==> src/rtl/issue_ctrl.sv <==
// Dual-issue scheduler between the IF/ID instruction buffer and the ID stage.
// Launch flags are combinational from the two head entries; SYSTEM/FENCE drain and flush blanking are tracked by a small FSM.
module issue_ctrl #(
    parameter int DRAIN_CYCLES = 4,
    parameter int CNT_W        = 32
) (
    input  logic             clk,
    input  logic             rst,
    input  logic             branch_flag,
    input  logic             id_stall,
    input  logic             slot0_valid,
    input  logic [31:0]      slot0_inst,
    input  logic             slot1_valid,
    input  logic [31:0]      slot1_inst,
    output logic             launch_flag1,
    output logic             launch_flag2,
    output logic             serial_busy,
    output logic [CNT_W-1:0] dual_cnt,
    output logic [CNT_W-1:0] single_cnt
);

    localparam logic [6:0] OPC_LUI     = 7'b0110111;
    localparam logic [6:0] OPC_AUIPC   = 7'b0010111;
    localparam logic [6:0] OPC_JAL     = 7'b1101111;
    localparam logic [6:0] OPC_JALR    = 7'b1100111;
    localparam logic [6:0] OPC_OP      = 7'b0110011;
    localparam logic [6:0] OPC_STORE   = 7'b0100011;
    localparam logic [6:0] OPC_BRANCH  = 7'b1100011;
    localparam logic [6:0] OPC_LOAD    = 7'b0000011;
    localparam logic [6:0] OPC_SYSTEM  = 7'b1110011;
    localparam logic [6:0] OPC_MISCMEM = 7'b0001111;

    localparam logic [3:0]       DRAIN_INIT = 4'(DRAIN_CYCLES);
    localparam logic [CNT_W-1:0] CNT_ONE    = {{(CNT_W-1){1'b0}}, 1'b1};

    typedef enum logic [1:0] {
        ST_RUN    = 2'd0,
        ST_SERIAL = 2'd1,
        ST_FLUSH  = 2'd2
    } state_t;

    typedef struct packed {
        logic       uses_rs1;
        logic       uses_rs2;
        logic       writes_rd;
        logic       mem;
        logic       muldiv;
        logic       ctrl;
        logic       serial;
        logic [4:0] rd;
        logic [4:0] rs1;
        logic [4:0] rs2;
    } dec_t;

    function automatic dec_t decode(input logic [31:0] inst);
        dec_t       d;
        logic [6:0] op;
        op         = inst[6:0];
        d.rd       = inst[11:7];
        d.rs1      = inst[19:15];
        d.rs2      = inst[24:20];
        d.uses_rs1 = (op != OPC_LUI) && (op != OPC_AUIPC) && (op != OPC_JAL);
        d.uses_rs2 = (op == OPC_OP) || (op == OPC_STORE) || (op == OPC_BRANCH);
        d.writes_rd = (inst[11:7] != 5'd0) && (op != OPC_STORE) && (op != OPC_BRANCH);
        d.mem      = (op == OPC_LOAD) || (op == OPC_STORE);
        d.muldiv   = (op == OPC_OP) && (inst[31:25] == 7'b0000001);
        d.ctrl     = (op == OPC_BRANCH) || (op == OPC_JAL) || (op == OPC_JALR);
        d.serial   = (op == OPC_SYSTEM) || (op == OPC_MISCMEM);
        return d;
    endfunction

    state_t     r_state;
    state_t     w_state_nxt;
    logic [3:0] r_drain_cnt;
    logic [3:0] w_drain_nxt;
    dec_t       w_d0;
    dec_t       w_d1;
    logic       w_issue_ok;
    logic       w_raw;
    logic       w_pair_block;

    assign w_d0 = decode(slot0_inst);
    assign w_d1 = decode(slot1_inst);

    // Intra-pair hazards that force slot1 to wait a cycle
    always_comb begin
        w_raw = 1'b0;
        w_pair_block = 1'b0;
        if (w_d0.writes_rd) begin
            w_raw = (w_d1.uses_rs1 && (w_d1.rs1 == w_d0.rd)) ||
                    (w_d1.uses_rs2 && (w_d1.rs2 == w_d0.rd));
        end else begin
            w_raw = 1'b0;
        end
        w_pair_block = w_raw || (w_d0.mem && w_d1.mem) || (w_d0.muldiv && w_d1.muldiv) ||
                       w_d0.ctrl || w_d0.serial || w_d1.serial;
    end

    // Launch gating
    always_comb begin
        w_issue_ok   = (r_state == ST_RUN) && !rst && !branch_flag && !id_stall;
        launch_flag1 = 1'b0;
        launch_flag2 = 1'b0;
        if (w_issue_ok && slot0_valid) begin
            launch_flag1 = 1'b1;
            launch_flag2 = slot1_valid && !w_pair_block;
        end else begin
            launch_flag1 = 1'b0;
            launch_flag2 = 1'b0;
        end
        serial_busy = (r_state == ST_SERIAL) && !rst;
    end

    // Next-state: flush dominates, then drain/serialise progression
    always_comb begin
        w_state_nxt = r_state;
        w_drain_nxt = r_drain_cnt;
        if (branch_flag) begin
            w_state_nxt = ST_FLUSH;
            w_drain_nxt = 4'd0;
        end else begin
            case (r_state)
                ST_RUN: begin
                    if (launch_flag1 && w_d0.serial) begin
                        w_state_nxt = ST_SERIAL;
                        w_drain_nxt = DRAIN_INIT;
                    end else begin
                        w_state_nxt = ST_RUN;
                    end
                end
                ST_SERIAL: begin
                    if (r_drain_cnt == 4'd1) begin
                        w_state_nxt = ST_RUN;
                        w_drain_nxt = 4'd0;
                    end else begin
                        w_drain_nxt = r_drain_cnt - 4'd1;
                    end
                end
                ST_FLUSH: begin
                    w_state_nxt = ST_RUN;
                end
                default: begin
                    w_state_nxt = ST_RUN;
                    w_drain_nxt = 4'd0;
                end
            endcase
        end
    end

    // State and drain counter registers
    always_ff @(posedge clk) begin
        if (rst) begin
            r_state     <= ST_RUN;
            r_drain_cnt <= 4'd0;
        end else begin
            r_state     <= w_state_nxt;
            r_drain_cnt <= w_drain_nxt;
        end
    end

    // Issue statistics, free-running and wrapping
    always_ff @(posedge clk) begin
        if (rst) begin
            dual_cnt   <= {CNT_W{1'b0}};
            single_cnt <= {CNT_W{1'b0}};
        end else if (launch_flag2) begin
            dual_cnt   <= dual_cnt + CNT_ONE;
        end else if (launch_flag1) begin
            single_cnt <= single_cnt + CNT_ONE;
        end
    end

endmodule
==> config.mk <==
export PLATFORM = sky130hd
export DESIGN_NAME = issue_ctrl
export DESIGN_NICKNAME = d
export VERILOG_FILES = /design/src/rtl/issue_ctrl.sv
export SDC_FILE = /design/constraint.sdc
export NUM_CORES = 1
export LEC_CHECK = 0
export BUFFER_PORTS_ARGS = -buffer_cell sky130_fd_sc_hd__buf_2
export CORE_MARGIN = 4
export CORE_UTILIZATION = 52
export CTS_BUF_LIST = sky130_fd_sc_hd__clkbuf_2
export DETAILED_ROUTE_END_ITERATION = 8
export PLACE_DENSITY = 0.82
export SETUP_SLACK_MARGIN = 0.5
export SYNTH_ARGS = -nofsm -noshare
export SYNTH_HDL_FRONTEND = slang
export SYNTH_SLANG_ARGS = --single-unit
==> constraint.sdc <==
create_clock -name clk -period 2.78 [get_ports clk]
set_input_delay 0.139 -clock clk [delete_from_list [all_inputs] [get_ports clk]]
set_output_delay 0.139 -clock clk [all_outputs]
set_load 0.005 [all_outputs]
==> qor.csv, run 1 <==
metric,value,unit
status,"complete, no violations",
highest ir drop seen on vdd,165.3,uV
clock sink total,70,
clock-pin slew of the registers on the worst-case setup and hold paths,0.22,ns
total track usage,23.51,%
sequential-to-total area share from yosys stat,35.10,%
Final Net Count,655,
average cell area after synthesis,8.661,sq um
GPL Wtd Cong,0.8379,
starting density of the core,54.18,%
kind of cell adding the most delay to the critical path,simple AND/OR/NAND/NOR gates,
setup slack after layout,0.5653,ns
Total Die Area,9144,sq um
Synth Warn #,0,
Comb power frac,8.5,%
detailed-route DRC error count,0,
remaining antenna violation count after routing,0,
post-placement setup slack,0.04154,ns
maximum root-to-sink buffer count,2,
actual transition at the worst max-transition pin,0.7236,ns
mapped cell area,3993,sq um
antenna violations before repair,0,
die outline height,95.63,um
buffer cell driving the clock tree root,sky130_fd_sc_hd__clkbuf_2,
number of enable flip-flop cells after synthesis,0,
leakage dissipation,1.791,nW
cell taking the most area after synthesis,sky130_fd_sc_hd__dfxtp_1,
Worst Setup Path Type,reg2reg,
final max-slew violation count,0,
Cell Int Power,1.263,mW
mean routed wirelength per cell,15.39,um
post-synth top area share,35.10,%
data arrival time of the worst path,2.61,ns
TritonCTS clock tree,yes,
list of cells traversed by the critical path,"or4_4, buf_4, or3_4, a2111oi_4, xnor2_1, nor2_1",
number of top-level pins,137,
met2 capacity usage during global routing,40.01,%
max-capacitance violation count,0,
detailed router's first-iteration violation count,171,
final antenna diode count,0,
Post-Synthesis Cells,461,
post-synthesis simple-gate area fraction,28.14,%
top flip-flop cell by instance count after synthesis,sky130_fd_sc_hd__dfxtp_1,
number of buffers inserted during clock tree synthesis,9,
final number of setup-violating endpoints,0,
"leading cell types in the layout, fill and taps excluded","sky130_fd_sc_hd__buf_2 (115), sky130_fd_sc_hd__dfxtp_1 (65), sky130_fd_sc_hd__nor2_1 (50)",
maximum number of pins on one net before global-route repair,71,
width of the die,95.63,um
startpoint types,register,
highest-delay cell along the critical path,sky130_fd_sc_hd__or4_4,
summed negative setup slack over all endpoints,0,ns
final critical-path share of the clock period,79.67,%
synth-to-layout area growth,25.04,%
required time at the worst-slack endpoint,3.17,ns
endpoint type of the worst setup path,register,
global routing met1 resource utilization,29.36,%
row count,31,
share of final-layout standard cells stronger than drive strength 1,32.76,%
proportion of total power due to net switching,26.75,%
area share of xor/xnor cells in the synthesized design,9.872,%
M3 GR Usage,4.972,%
vias per std cell,5.848,
most frequent standard cell in the layout excluding fill and tap cells,sky130_fd_sc_hd__buf_2,
number of hold-slack violations in the final timing report,0,
Synth Area in Adders,1.254,%
flip-flop and latch count after synthesis,70,
portion of netlist area occupied by mux cells,1.630,%
wire length of the first global-routing pass,17.23,mm
Via Count,4006,
setup repair after global routing missed its margin,yes,
top area cells in the synthesized netlist,"sky130_fd_sc_hd__dfxtp_1 (35%), sky130_fd_sc_hd__xnor2_1 (8.3%), sky130_fd_sc_hd__a2111oi_4 (4.8%)",
total core area,7370,sq um
gr ovfl total,0,
IO buf count,115,
delay contributed by the slowest stage of the critical path,0.55,ns
worst slew slack as a fraction of its limit,51.76,%
Synth Area in Compound Gates,19.68,%
buffering stage count on the worst path with inverters included,1,
register share of total power,58.2,%
Clk network pwr share,33.3,%
Final Routed Wirelength,10.54,mm
setup clock skew after layout,0.02980,ns
largest fanout on the critical path,7,
share of synthesized flip-flops with an asynchronous set or reset,0,%
number of global-route vias before repair,3758,
most used routing layer in global routing,met2,
final design utilization,67.74,%
first-pass iteration count of the detailed router,4,
main combinational cell family by area after synthesis,simple AND/OR/NAND/NOR gates,
HPWL reported at the end of detailed placement,7.368,mm
time the worst path needs with I/O delays and setup,2.215,ns
Mapped Nets,535,
maximum level of the CTS H-tree,3,
Psw,461.3,uW
post-synthesis cell type count,54,
areal power density over the cells,345.4,nW/um^2
Register-to-Register Setup Slack,0.57,ns
achievable clock frequency,0.4515,GHz
Hold WC Path Type,in2reg,
Clock Latency Late Sink,0.49,ns
==> Yosys cell counts, types with 7 or more instances <==
cell type / count
sky130_fd_sc_hd__nand4_1: 20
sky130_fd_sc_hd__xor2_1: 7
sky130_fd_sc_hd__nand2_1: 27
sky130_fd_sc_hd__nor2_1: 50
sky130_fd_sc_hd__inv_1: 13
sky130_fd_sc_hd__o21ai_0: 16
sky130_fd_sc_hd__a211oi_1: 13
sky130_fd_sc_hd__o31ai_1: 9
sky130_fd_sc_hd__nor2b_1: 7
sky130_fd_sc_hd__xnor2_1: 38
sky130_fd_sc_hd__a21oi_1: 30
sky130_fd_sc_hd__clkbuf_1: 15
sky130_fd_sc_hd__dfxtp_1: 70
sky130_fd_sc_hd__nand3_1: 27
sky130_fd_sc_hd__and3_1: 11
sky130_fd_sc_hd__or3_1: 13
sky130_fd_sc_hd__and4_1: 8
sky130_fd_sc_hd__or4_1: 13
sky130_fd_sc_hd__a2111oi_4: 7
==> sequential cells by signal, summed over array words and instances (netlist names) <==
signal,flops
dual_cnt,32
single_cnt,32
r_drain_cnt,4
r_state,2
==> through the flow <==
| stage | hold WS, ns | area, sq um | power, mW | cells |
|---|---|---|---|---|
| finish | 0.06575 | 4992 | 1.724 | 685 |
| global route | 0.02044 | 4992 | 1.793 | 685 |
| CTS | 0.03511 | 4906 | 1.731 | 683 |
| detailed placement | 0.3989 | 4698 | 1.162 | 665 |
| global placement | 0.3793 | 4698 | 1.158 | 665 |
| floorplan | 0.2672 | 3993 | 1.098 | 461 |
==> path summary, 6_finish.rpt <==
kind                             from                           to  cells past startpoint
max reg2reg   r_state[0]$_SDFFE_PP0P_  single_cnt[29]$_SDFFE_PP0P_                      6
min reg2reg  dual_cnt[5]$_SDFFE_PP0P_     dual_cnt[5]$_SDFFE_PP0P_                      2
max           r_state[0]$_SDFFE_PP0P_  single_cnt[29]$_SDFFE_PP0P_                      6
min                     slot0_inst[0]      r_state[0]$_SDFFE_PP0P_                      3
==> logic make-up (layout without fill, tap and decap cells) <==
| group | count (synthesis) | in the layout |
|---|---|---|
| AND/OR/NAND/NOR | 204 | 205 |
| AO/OA/AOI/OAI | 93 | 93 |
| flip-flops | 70 | 70 |
| XOR/XNOR | 45 | 45 |
| buffers and inverters | 39 | 163 |
| multiplexers | 6 | 6 |
| adder cells (fa/ha/maj) | 4 | 4 |
==> cell type report <==
class / instances / area [sq um]
Inverter: 14 / 55.05
Clock inverter: 7 / 65.06
Tap cell: 99 / 123.9
Sequential cell: 70 / 1418
Multi-Input combinational cell: 353 / 2569
Timing Repair Buffer: 133 / 716.9
Clock buffer: 9 / 45.04
Fill cell: 627 / 2377
==> what timing repair did <==
item	in CTS	in global routing
pin swaps	1	7
cloned	1	0
endpoints found under the setup margin	9	20
hold endpoints to repair	1	0
hold buffers	1	0
setup buffers	0	2
gates resized for setup	13	18
==> metal layers <==
metal  up-vias  part of all wire [%]  wire length [um]
met3        16                   7.3               766
met1      1896                    42              4380
met4         0                   1.6               165
met2       148                    50              5227
met5         -                     0                 0
li1       1946                     -                 -
==> worst reg2reg max path, delay by kind of cell (launching register included) <==
kind	cells	cell delay (ns)
AND/OR/NAND/NOR	3	1.08
flip-flops	1	0.39
AO/OA/AOI/OAI	1	0.32
buffers and inverters	1	0.19
XOR/XNOR	1	0.16
==> power groups by stage <==
| stage | Clock [mW] | Sequential (mW) | Combinational, mW |
|---|---|---|---|
| after floorplan | 0 | 1.03 | 0.0700 |
| after global placement | 0 | 1.03 | 0.130 |
| after detailed placement | 0 | 1.03 | 0.134 |
| after CTS | 0.581 | 1.01 | 0.142 |
| after global routing | 0.629 | 1.01 | 0.159 |
| final | 0.574 | 1.00 | 0.146 |
Note: power is estimated with default switching activity, not from simulation.
==> run 2, diff against run 1 <==
--- a/config.mk
+++ b/config.mk
@@ -7,10 +7,10 @@
 export LEC_CHECK = 0
 export BUFFER_PORTS_ARGS = -buffer_cell sky130_fd_sc_hd__buf_2
 export CORE_MARGIN = 4
-export CORE_UTILIZATION = 52
+export CORE_UTILIZATION = 47
 export CTS_BUF_LIST = sky130_fd_sc_hd__clkbuf_2
 export DETAILED_ROUTE_END_ITERATION = 8
-export PLACE_DENSITY = 0.82
+export PLACE_DENSITY = 0.79
 export SETUP_SLACK_MARGIN = 0.5
 export SYNTH_ARGS = -nofsm -noshare
 export SYNTH_HDL_FRONTEND = slang
==> constraint.sdc (replaced) <==
create_clock -name clk -period 1.8 [get_ports clk]
set_input_delay 0.09 -clock clk [delete_from_list [all_inputs] [get_ports clk]]
set_output_delay 0.09 -clock clk [all_outputs]
set_load 0.005 [all_outputs]
==> run 2 against run 1 <==
The flow now finishes with violations (setup timing). Clock-buffer cell count increased by 1. Final area increased by 35%. Routed wire length increased by 69%. Sequential cell count unchanged. Hold slack improved by 0.19 ns. First-iteration DRC count increased by 120%. Fmax decreased by 6.4%. Largest cell class unchanged. Largest power group unchanged.
==> qor.csv, run 2 (synthesis gave the netlist of run 1 again) <==
metric,value,unit
maximum level of the CTS H-tree,3,
die outline height,100.2,um
max-capacitance violation count,0,
total core area,8258,sq um
total track usage,27.36,%
final critical-path share of the clock period,131.4,%
detailed-route DRC error count,0,
Critical Path Stages,10,
detailed router's first-iteration violation count,368,
data arrival time of the worst path,2.75,ns
vias per std cell,6.242,
Worst R2R Path Depth,10,
Comb power frac,12.5,%
Power Total,2.801,mW
Hold WC Path Type,in2reg,
Clock Latency Late Sink,0.52,ns
Via Count,5168,
IO buf count,115,
wire length of the first global-routing pass,22.46,mm
register share of total power,55.5,%
required time at the worst-slack endpoint,2.19,ns
synth-to-layout area growth,69.10,%
starting density of the core,48.35,%
design area,6751,sq um
Psw,775.1,uW
cell area after placement,5746,sq um
highest ir drop seen on vdd,371.6,uV
Total Die Area,10030,sq um
worst slew slack as a fraction of its limit,42.06,%
setup slack after layout,-0.5660,ns
buffering stage count on the worst path with inverters included,5,
Cell Int Power,2.026,mW
number of top-level pins,137,
GPL Wtd Cong,0.9019,
achievable clock frequency,0.4227,GHz
final number of setup-violating endpoints,67,
first-pass iteration count of the detailed router,8,
status,"complete, but fails checks",
proportion of total power due to net switching,27.67,%
row count,33,
highest-delay cell along the critical path,sky130_fd_sc_hd__or4_4,
Clk network pwr share,32.0,%
startpoint types,register,
kind of cell adding the most delay to the critical path,simple AND/OR/NAND/NOR gates,
width of the die,100.2,um
endpoint type of the worst setup path,register,
Worst Setup Path Type,reg2reg,
final design utilization,81.76,%
remaining antenna violation count after routing,0,
most frequent standard cell in the layout excluding fill and tap cells,sky130_fd_sc_hd__buf_2,
setup repair after global routing missed its margin,yes,
number of hold-slack violations in the final timing report,0,
setup clock skew after layout,0.02767,ns
Min-Delay Path Depth,6,
actual transition at the worst max-transition pin,0.8691,ns
maximum root-to-sink buffer count,2,
delay contributed by the slowest stage of the critical path,0.52,ns
clock sink total,70,
gr ovfl total,0,
areal power density over the cells,414.9,nW/um^2
violated checks,setup timing,
antenna violations before repair,1,
Final Routed Wirelength,17.85,mm
number of global-route vias before repair,4738,
maximum number of pins on one net before global-route repair,71,
Final Net Count,792,
share of final-layout standard cells stronger than drive strength 1,55.54,%
leakage dissipation,2.684,nW
HPWL reported at the end of detailed placement,9.015,mm
mean routed wirelength per cell,21.56,um
critical path's most frequent cell,sky130_fd_sc_hd__buf_6,
top flop regs,"dual_cnt x32, single_cnt x32, r_drain_cnt x4",
buffer cell driving the clock tree root,sky130_fd_sc_hd__clkbuf_2,
clock-pin slew of the registers on the worst-case setup and hold paths,0.19,ns
TritonCTS clock tree,yes,
time the worst path needs with I/O delays and setup,2.366,ns
largest fanout on the critical path,5,
summed negative setup slack over all endpoints,-24.35,ns
list of cells traversed by the critical path,"or4_4, buf_6, buf_12, clkinv_8, and3_4, nand3_4, buf_6, buf_6, o31ai_1, a21oi_2",
"leading cell types in the layout, fill and taps excluded","sky130_fd_sc_hd__buf_2 (112), sky130_fd_sc_hd__buf_4 (104), sky130_fd_sc_hd__nor2_1 (50), sky130_fd_sc_hd__dfxtp_1 (50), sky130_fd_sc_hd__buf_6 (43)",
final max-slew violation count,0,
number of buffers inserted during clock tree synthesis,9,
## run 2: tightest hold or removal path, delay by kind of cell
family / cells / cell delay [ns]
simple gates: 1 / 0.12
compound gates: 1 / 0.04
buf+inv: 4 / 0.49
## run 2: final cells by class
cell class | instances | area, sq um
sequential | 70 | 1426
timing repair buffer | 271 | 2036
antenna | 1 | 2.502
inverter | 14 | 65.06
tap | 105 | 131.4
fill | 466 | 1506
clock buffer | 10 | 50.05
clock inverter | 5 | 51.30
multi-input combinational | 352 | 2989
## run 2: stage by stage
stage / setup slack (ns) / hold slack (ns) / cells
floorplan: -0.2966 / 0.2182 / 461
global placement: -0.5521 / 0.3153 / 772
detailed placement: -0.6341 / 0.3265 / 772
CTS: -0.3916 / 0.007824 / 812
global route: -0.6126 / 0.2411 / 828
finish: -0.5660 / 0.2586 / 828
## run 2: worst paths after layout
check | endpoint | slack (ns) | from
worst max-delay path | dual_cnt[20]$_SDFFE_PP0P_ | -0.57 | r_state[1]$_SDFFE_PP0P_
worst min-delay path | r_state[0]$_SDFFE_PP0P_ | 0.26 | slot0_inst[0]
worst max register to register | dual_cnt[20]$_SDFFE_PP0P_ | -0.57 | r_state[1]$_SDFFE_PP0P_
worst min register to register | dual_cnt[1]$_SDFFE_PP0P_ | 0.52 | dual_cnt[1]$_SDFFE_PP0P_
## run 2: timing repair
action	CTS	global route
gates resized for setup	78	67
hold endpoints to repair	6	3
gates cloned	2	0
endpoints found under the setup margin	72	82
setup buffers	22	13
pin swaps	69	31
hold buffers	1	2
## run 2: metal layers
metal  vias to the layer above  GRT usage (%)  part of all wire, %
met1                      2445          33.28                   35
met3                       134          4.448                  8.4
li1                       2208              -                    -
met2                       381          48.93                   49
met5                         -              0                    0
met4                         0          9.016                  7.5
## run 2: power by group through the flow
stage                     combinational [mW]  sequential (mW)  clock (mW)
after global placement                 0.267             1.59           0
after detailed placement               0.277             1.59           0
after floorplan                        0.135             1.59           0
after global routing                   0.370             1.56       0.964
after CTS                              0.310             1.56       0.906
final                                  0.350             1.56       0.896
